--- src/rtl/loader_pkg.sv ---
// Shared types and constants for the boot-time instruction-memory loader.
package loader_pkg;

  typedef enum logic [2:0] {
    ST_IDLE,
    ST_HDR0,
    ST_HDR1,
    ST_DATA,
    ST_WRITE,
    ST_RUN,
    ST_ERR
  } loader_state_e;

  localparam int HDR_BYTES      = 2;
  localparam int BYTES_PER_WORD = 4;
  localparam int IDX_W          = $clog2(BYTES_PER_WORD);

endpackage

--- src/rtl/byte_packer.sv ---
// Assembles little-endian bytes into a 32-bit word; word_valid_o marks the final byte.
module byte_packer
  import loader_pkg::*;
(
  input  logic                          clk,
  input  logic                          arst_n,
  input  logic                          clear_i,
  input  logic                          in_valid_i,
  input  logic [7:0]                    in_data_i,
  output logic [8*BYTES_PER_WORD-1:0]   word_o,
  output logic                          word_valid_o,
  output logic [IDX_W-1:0]              byte_idx_o
);

  localparam logic [IDX_W-1:0] LAST_IDX = IDX_W'(BYTES_PER_WORD - 1);

  // Only the first three bytes are stored; the last one is merged straight from the input.
  logic [8*(BYTES_PER_WORD-1)-1:0] buf_q, buf_d;
  logic [IDX_W-1:0]                idx_q, idx_d;

  always_comb begin
    buf_d = buf_q;
    idx_d = idx_q;
    if (clear_i) begin
      idx_d = '0;
    end else if (in_valid_i) begin
      if (idx_q == LAST_IDX) begin
        idx_d = '0;
      end else begin
        buf_d[idx_q*8 +: 8] = in_data_i;
        idx_d = idx_q + 1'b1;
      end
    end
  end

  always_ff @(posedge clk or negedge arst_n) begin
    if (!arst_n) begin
      buf_q <= '0;
      idx_q <= '0;
    end else begin
      buf_q <= buf_d;
      idx_q <= idx_d;
    end
  end

  assign word_o       = {in_data_i, buf_q};
  assign word_valid_o = in_valid_i && (idx_q == LAST_IDX);
  assign byte_idx_o   = idx_q;

endmodule

--- src/rtl/imem_loader.sv ---
// Loads a length-prefixed byte stream into instruction memory, then enables the core.
// Stream bytes move on s_valid && s_ready (s_ready is the only combinational output).
module imem_loader
  import loader_pkg::*;
#(
  parameter int unsigned       MAX_WORDS = 128,
  parameter int                ADDR_W    = 64,
  parameter logic [ADDR_W-1:0] BASE_ADDR = '0
) (
  input  logic              clk,
  input  logic              arst_n,
  input  logic              start,
  input  logic              s_valid,
  input  logic [7:0]        s_data,
  output logic              s_ready,
  output logic [ADDR_W-1:0] addr_ext,
  output logic              wen_ext,
  output logic              ren_ext,
  output logic [31:0]       wdata_ext,
  output logic              cpu_enable,
  output logic              busy,
  output logic              err,
  output logic [15:0]       word_cnt,
  output loader_state_e     state_o
);

  loader_state_e           state_q, state_d;
  logic [8*HDR_BYTES-1:0]  hdr_q, hdr_d;
  logic [15:0]             cnt_q, cnt_d;
  logic [ADDR_W-1:0]       addr_q, addr_d;
  logic [31:0]             wdata_q, wdata_d;
  logic                    wen_q, en_q, busy_q, err_q;

  logic                    xfer;
  logic                    start_ok;
  logic [15:0]             n_full;
  logic [31:0]             pk_word;
  logic                    pk_word_valid;
  logic [IDX_W-1:0]        pk_idx;

  assign s_ready  = (state_q == ST_HDR0) || (state_q == ST_HDR1) || (state_q == ST_DATA);
  assign xfer     = s_valid && s_ready;
  assign start_ok = start && ((state_q == ST_IDLE) || (state_q == ST_RUN) || (state_q == ST_ERR));
  assign n_full   = {s_data, hdr_q[7:0]};

  byte_packer u_packer (
    .clk          (clk),
    .arst_n       (arst_n),
    .clear_i      (start_ok),
    .in_valid_i   (xfer && (state_q == ST_DATA)),
    .in_data_i    (s_data),
    .word_o       (pk_word),
    .word_valid_o (pk_word_valid),
    .byte_idx_o   (pk_idx)
  );

  always_comb begin
    state_d = state_q;
    hdr_d   = hdr_q;
    cnt_d   = cnt_q;
    addr_d  = addr_q;
    wdata_d = wdata_q;
    case (state_q)
      ST_IDLE, ST_RUN, ST_ERR: begin
        if (start) begin
          state_d = ST_HDR0;
          cnt_d   = '0;
        end
      end
      ST_HDR0: begin
        if (xfer) begin
          hdr_d[7:0] = s_data;
          state_d    = ST_HDR1;
        end
      end
      ST_HDR1: begin
        if (xfer) begin
          hdr_d[15:8] = s_data;
          if (n_full == 16'd0)                  state_d = ST_RUN;
          else if (32'(n_full) > MAX_WORDS)     state_d = ST_ERR;
          else                                  state_d = ST_DATA;
        end
      end
      ST_DATA: begin
        // Address and data are captured here so they are stable through the WRITE cycle.
        if (pk_word_valid) begin
          state_d = ST_WRITE;
          wdata_d = pk_word;
          addr_d  = BASE_ADDR + (ADDR_W'(cnt_q) << 2);
        end
      end
      ST_WRITE: begin
        cnt_d   = cnt_q + 16'd1;
        state_d = (cnt_d == hdr_q) ? ST_RUN : ST_DATA;
      end
      default: state_d = ST_IDLE;
    endcase
  end

  always_ff @(posedge clk or negedge arst_n) begin
    if (!arst_n) begin
      state_q <= ST_IDLE;
      hdr_q   <= '0;
      cnt_q   <= '0;
      addr_q  <= BASE_ADDR;
      wdata_q <= '0;
      wen_q   <= 1'b0;
      en_q    <= 1'b0;
      busy_q  <= 1'b0;
      err_q   <= 1'b0;
    end else begin
      state_q <= state_d;
      hdr_q   <= hdr_d;
      cnt_q   <= cnt_d;
      addr_q  <= addr_d;
      wdata_q <= wdata_d;
      wen_q   <= (state_d == ST_WRITE);
      en_q    <= (state_d == ST_RUN);
      busy_q  <= (state_d == ST_HDR0) || (state_d == ST_HDR1) ||
                 (state_d == ST_DATA) || (state_d == ST_WRITE);
      err_q   <= (state_d == ST_ERR);
    end
  end

  assign addr_ext   = addr_q;
  assign wen_ext    = wen_q;
  assign ren_ext    = 1'b0;
  assign wdata_ext  = wdata_q;
  assign cpu_enable = en_q;
  assign busy       = busy_q;
  assign err        = err_q;
  assign word_cnt   = cnt_q;
  assign state_o    = state_q;

endmodule
--- config.mk ---
export PLATFORM = sky130hd
export DESIGN_NAME = imem_loader
export DESIGN_NICKNAME = d
export VERILOG_FILES = /design/src/rtl/loader_pkg.sv /design/src/rtl/byte_packer.sv /design/src/rtl/imem_loader.sv
export SDC_FILE = /design/constraint.sdc
export NUM_CORES = 1
export LEC_CHECK = 0
export CORE_ASPECT_RATIO = 0.9
export CORE_MARGIN = 2
export CORE_UTILIZATION = 30
export DETAILED_ROUTE_END_ITERATION = 8
export SLEW_MARGIN = 20
export SYNTH_ARGS = -nofsm -noshare
export SYNTH_HDL_FRONTEND = slang
export SYNTH_SLANG_ARGS = --single-unit
--- constraint.sdc ---
create_clock -name clk -period 2.75 [get_ports clk]
set_clock_uncertainty 0.05 [all_clocks]
set_input_delay 0.275 -clock clk [delete_from_list [all_inputs] [get_ports clk]]
set_output_delay 0.275 -clock clk [all_outputs]
set_load 0.005 [all_outputs]
======== Word-level counts from Yosys, hierarchy flattened ========
Cells that the tools add are included.
storage, ports and cells
  bits in registers ....................... 113
  bits in latches ......................... 0
  memory bits (writable) .................. 0
  memory bits (read-only) ................. 0
  bits of input ports ..................... 12
  output and inout bits ................... 121
  logic and storage cells ................. 70
  memories ................................ 0
cells by class
  $add $sub $neg .......................... 3
  multipliers ............................. 0
  div/mod/pow operators ................... 0
  magnitude comparators ................... 1
  equality and inequality tests ........... 15
  shift operators ......................... 2
  multiplexer cells ....................... 14
  bitwise gates (word level) .............. 2
  reduce and logical (&&, ||, !) cells .... 21
operators by type and width
  cell                                                    number
  negation 5 -> 34 bit                                    1
  variable shift 8 x 34 -> 24 bit (first input constant)  1
  indexed part select 8 x 34 -> 24 bit                    1
  case mux 16 bit (2 select lines)                        1
  bitwise mux 24 bit                                      1
  2-to-1 mux 3 bit                                        7
  == test 3 bit (second input constant)                   6
  adder 16 x 1 -> 16 bit (second input constant)          1
  == test 16 bit                                          1
  > comparator 16 x 8 -> 1 bit (second input constant)    1
  logical NOT 16 bit                                      1
  2-to-1 mux 16 bit                                       1
  case mux 3 bit (5 select lines)                         1
  == test 3 x 2 -> 1 bit (second input constant)          4
  AND reduction 2 bit                                     4
  logical OR 1 bit                                        7
  == test 3 x 1 -> 1 bit (second input constant)          2
  2-to-1 mux 2 bit                                        3
  logical AND 1 bit                                       4
  nonzero test 2 bit                                      2
  logical NOT 3 bit                                       1
  AND reduction 3 bit                                     1
  OR reduction 3 bit                                      1
  adder 2 x 1 -> 2 bit (second input constant)            1
  other kinds (3)                                         4

======== Logic depth before layout (Yosys ltp) ========
  word-level depth ........................ 12
  gate-level depth with buffers ........... 8
  depth with buffers taken out ............ 8

======== By module ========
From an unflattened synthesis, not the netlist that was laid out.
unflattened totals
  cells, all modules ...................... 611
  area total of the unflattened synthesis .. 5640.4 sq um
modules (own cells, without submodules)
  module       instances  cells an instance  area each (sq um)  sequential area each (sq um)
  imem_loader  1          498                4455.5             2177.1
  byte_packer  1          113                1184.9             650.6

======== Least setup slack after synthesis ========
Ideal clock, no wire load.
  path kind ............................... reg2reg
  start point ............................. register cnt_q[0], in the netlist word_cnt[0]
  end point ............................... register busy_q, in the netlist busy
  library setup time ...................... 0.141 ns
  data arrival time ....................... 2.276 ns
  required time ........................... 2.559 ns
  setup slack ............................. 0.283 ns
  cell stages (with the launch flop) ...... 9
  buffers on the path ..................... 0
  clock period less this slack ............ 2.467 ns
  cells stage by stage .................... dfrtp_1 > ha_1 > nand3_1 > nor3_1 > a21boi_0 > nor3_1 > or4_1 > o21ai_2 > o21ai_1
between the ends
  longest elaborated chain between the ends .. 8
  elaborated cells on any way between the ends .. 11
  those cells by class .................... add/sub: 1; eq/ne: 5; mux: 2; reduce/logical: 3
ends and longest elaborated chain
  item                                                              line                text
  start: declaration                                                imem_loader.sv:29   logic [15:0] cnt_q, cnt_d;
  start signal: assignment                                          imem_loader.sv:114  cnt_q <= cnt_d;
  adder 16 x 1 -> 16 bit *                                          imem_loader.sv:93   cnt_d = cnt_q + 16'd1;
  == test 16 bit *                                                  imem_loader.sv:94   state_d = (cnt_d == hdr_q) ? ST_RUN : ST_DATA;
  2-to-1 mux 3 bit *                                                imem_loader.sv:94
  case mux 3 bit (5 select lines) *                                 imem_loader.sv:63   case (state_q)
  net state_d[2]                                                    imem_loader.sv:27   loader_state_e state_q, state_d;
  == test 3 x 1 -> 1 bit or == test 3 x 2 -> 1 bit (tied branches)  imem_loader.sv:119  busy_q <= (state_d == ST_HDR0) || (state_d == ST_HDR1) ||
  logical OR 1 bit (2 in series)                                    imem_loader.sv:119
  logical OR 1 bit *                                                imem_loader.sv:120  (state_d == ST_DATA) || (state_d == ST_WRITE);
  end signal: assignment                                            imem_loader.sv:119
  end: declaration                                                  imem_loader.sv:32   logic wen_q, en_q, busy_q, err_q;
The timed path passes the listed nets; every way through them passes the cells marked *.
A chain may end at the register's enable or synchronous reset.

======== Worst setup path in the final report ========
  start point ............................. register cnt_q[6], in the netlist word_cnt[6]
  end point ............................... register state_q[1], in the netlist state_o[1]
between the ends
  longest elaborated chain between the ends .. 4
ends and longest elaborated chain
  item                             line                text
  adder 16 x 1 -> 16 bit           imem_loader.sv:93
  == test 16 bit                   imem_loader.sv:94
  2-to-1 mux 3 bit                 imem_loader.sv:94
  case mux 3 bit (5 select lines)  imem_loader.sv:63
  net state_d[1]                   imem_loader.sv:27
  end signal: assignment           imem_loader.sv:112  state_q <= state_d;
  end: declaration                 imem_loader.sv:27
The timed path passes the listed nets, and every way through them passes these cells.

==> results.md <==
- Status: finished, final reports clean
- Seq/Total Area, Yosys: about half
- Core Util, Final: around two fifths
- Hold slack: 0.421 ns
- Wire per inst: about 16 microns
- Async S/R FF share, synth: 100%
- Yosys warns: 0
- Die width: 149 microns
- Area leader, netlist: dfrtp_1
- Share of layout cells above drive strength 1: between 20 and 25%
- Synth cell types: 54
- Adder-cell share of the synthesized area: under 10%
- Top cells by count, synth: dfrtp_1, nand2_1, mux2_2
- Antenna-violating nets left: 0
- Comb power frac: 27.7%
- Max_cap viols: 0
- Number of buffers created by CTS: 17
- CP Class: reg -> reg
- Most common cell in the synthesized netlist: dfrtp_1
- Antenna Cells: 0
- Die area: ~20000 sq um
- LEAKAGE: between 3 and 4 nW
- Period utilization: a little over nine tenths
- Sw Share: 31.9%
- Clock Power Share: 34.9%
- Compound-Gate Fraction of Synth Area: 9.69%
- Proportion of synthesized area in mux cells: 13.3%
- Pwr Total: 6.27 mW
- Sequential fraction of design power: between 30% and 40%
- Int Pwr: ~4.3 mW
- Worst-Margin Slew: approximately 0.60 ns
- Largest family of logic cells by synthesized area: simple AND/OR/NAND/NOR gates
- Clock Pin Slew Worst Setup and Hold Paths: approximately 0.06 ns
- Busiest metal layer after global routing: met2
- Area delta synth->final: 31.2%
- Mean Syn Cell Area: about 11 sq um
- GR Layer Usage met3: slightly below 4%
- Max VDD drop: ~500 uV
- # setup viols final: 0
- Detailed Routing Iterations Pass 1: 5
- CTS max path bufs: 2
- # rows: 47
- Final TNS setup: 0 ns
- Setup crit end kind: flop
- Top cells by area, synth: dfrtp_1, mux2_2, buf_4
- H-tree depth: 4
- CP startpoint kind: flop
- Xor and xnor fraction of the mapped netlist area: about 3.1%
- Max frequency: about 380 MHz
- Initial DRC count: ~220
- Flops & latches, synth: 113
- Core ar.: between 15000 and 20000 sq um
- Mapped Area: around 5600 sq um
- Minimum clock period: 2.60 ns
- Met1 global-route usage: about 20%
- I/O pins: 133
- Clock sink count: about 110
- DIE HEIGHT: between 100 and 150 microns
- Root buf cell: clkbuf_16
- Simple-Gate Fraction of Synth Area: approximately 14%
- PwrDens: approximately 850 nW/um^2
- Total grt overflow: 0
- Nets: between 600 and 700
- CTS tree: yes
- Relative slew slack: approximately three fifths
- Post-synth EDFFs: 0
- Drt drc: 0
- Cells after Synth: about 530
- Final hold vios: 0
- CP max FO: 8
- Reg-to-reg startpoint: word_cnt[6]
- DP HPWL: between 10000 and 15000 microns
- Vias per std cell: roughly 4.7
- I/O Buffers: 83
- Placer Congestion: ~0.88
- Net Sw Power: roughly 2 mW
- Clk_lat worst skew: about 0.42 ns
- Crit path arrival time: ~2.8 ns
- Setup crit start: word_cnt[6]
- RSZ-0062 raised after global routing: no
- Largest net degree at the start of global routing: around 110
- Final Max Tran Viols: 0
- WL final: about 15000 microns
- Antenna violations before repair: 1
- Vias in the first global route: roughly 4400
- Worst endpoint required time: about 3 ns
- First-pass GRT wire length: ~23000 microns
- Met2 Usage GRT: a little under a quarter
- Yosys top cell area share: 50.1%
- Path type of the worst min-delay path: in -> async
- Via Count: between 4000 and 5000
- Initial Util: about 30%
- Global Route Usage Sum: approximately 15%
- Ys flop type: dfrtp_1
flip-flops by register name (all words and copies together) (netlist names):
register	flops
busy	1
state_o	3
wdata_ext	32
u_packer.byte_idx_o	2
err	1
u_packer.buf_q	24
wen_ext	1
cpu_enable	1
addr_ext	16
word_cnt	16
hdr_q	16
power groups by stage:
stage                     Combinational [mW]  Sequential (mW)  Clock [mW]
after global routing                    1.91             2.40        2.32
after detailed placement                1.71             2.37           0
after floorplan                         1.12             2.24           0
final                                   1.74             2.34        2.19
after global placement                  1.67             2.36           0
after CTS                               1.73             2.35        2.25
critical path: stages, from the launching register on:
cell and delay (ns):
dfrtp_1 0.49, nand4_1 0.38, o21ai_0 0.28, a41oi_1 0.15
a2111oi_2 0.41, nand4b_1 0.23, nor4_1 0.36, o21ai_1 0.12
path summary, 6_finish.rpt:
kind / depth (start not counted) / slack (ns) / end
max in group asynchronous: 3 / 1.76 / word_cnt[8]
hold / removal: 3 / 0.42 / wdata_ext[7]
min in group clk: 2 / 0.43 / u_packer.buf_q[7]
setup / recovery: 7 / 0.15 / state_o[1]
hold reg to reg: 2 / 0.43 / u_packer.buf_q[7]
setup reg to reg: 7 / 0.15 / state_o[1]
cells in the final DEF, fill, tap and decap left out, types with 17 or more instances in the layout:
master / instances
nand2_1: 71
buf_4: 36
clkbuf_16: 17
o21ai_0: 52
conb_1: 49
nor2_1: 25
dfrtp_1: 113
clkdlybuf4s50_1: 82
mux2_2: 65
metal layers:
metal | vias to the layer above | routed length, microns
met5 | - | 0
li1 | 2000 | -
met1 | 2035 | 6460
met3 | 29 | 951
met4 | 0 | 473
met2 | 156 | 6650
timing repair:
action | CTS | global route
hold endpoints to repair | 113 | 0
setup buffers | 0 | 0
gates resized for setup | 0 | 5
hold buffers | 1 | 0
setup endpoints to repair | 0 | 3
metrics by stage:
step / instances / setup slack (ns) / area (sq um)
2_1_floorplan: 581 / 0.283 / 5820
6_report: 906 / 0.146 / 7400
5_1_grt: 906 / 0.0145 / 7400
4_1_cts: 906 / 0.102 / 7380
3_5_place_dp: 873 / 0.0769 / 6780
3_3_place_gp: 873 / 0.175 / 6780
final cells by class:
cell class,count,area [sq um]
clock inverter,13,151
fill,1764,11000
timing repair buffer,120,1120
sequential,113,2830
inverter,7,26.3
tap,245,307
clock buffer,19,443
multi-input combinational,389,2530
cell families (layout without fill, tap and decap cells):
kind of cell / after synthesis / in the layout
other cells: 1 / 49
fa+ha+maj: 7 / 7
compound gates: 90 / 90
flops: 113 / 113
buf+inv: 79 / 159
simple gates: 156 / 156
mux: 67 / 67
xor+xnor: 20 / 20
Note: power is estimated with default switching activity, not from simulation.
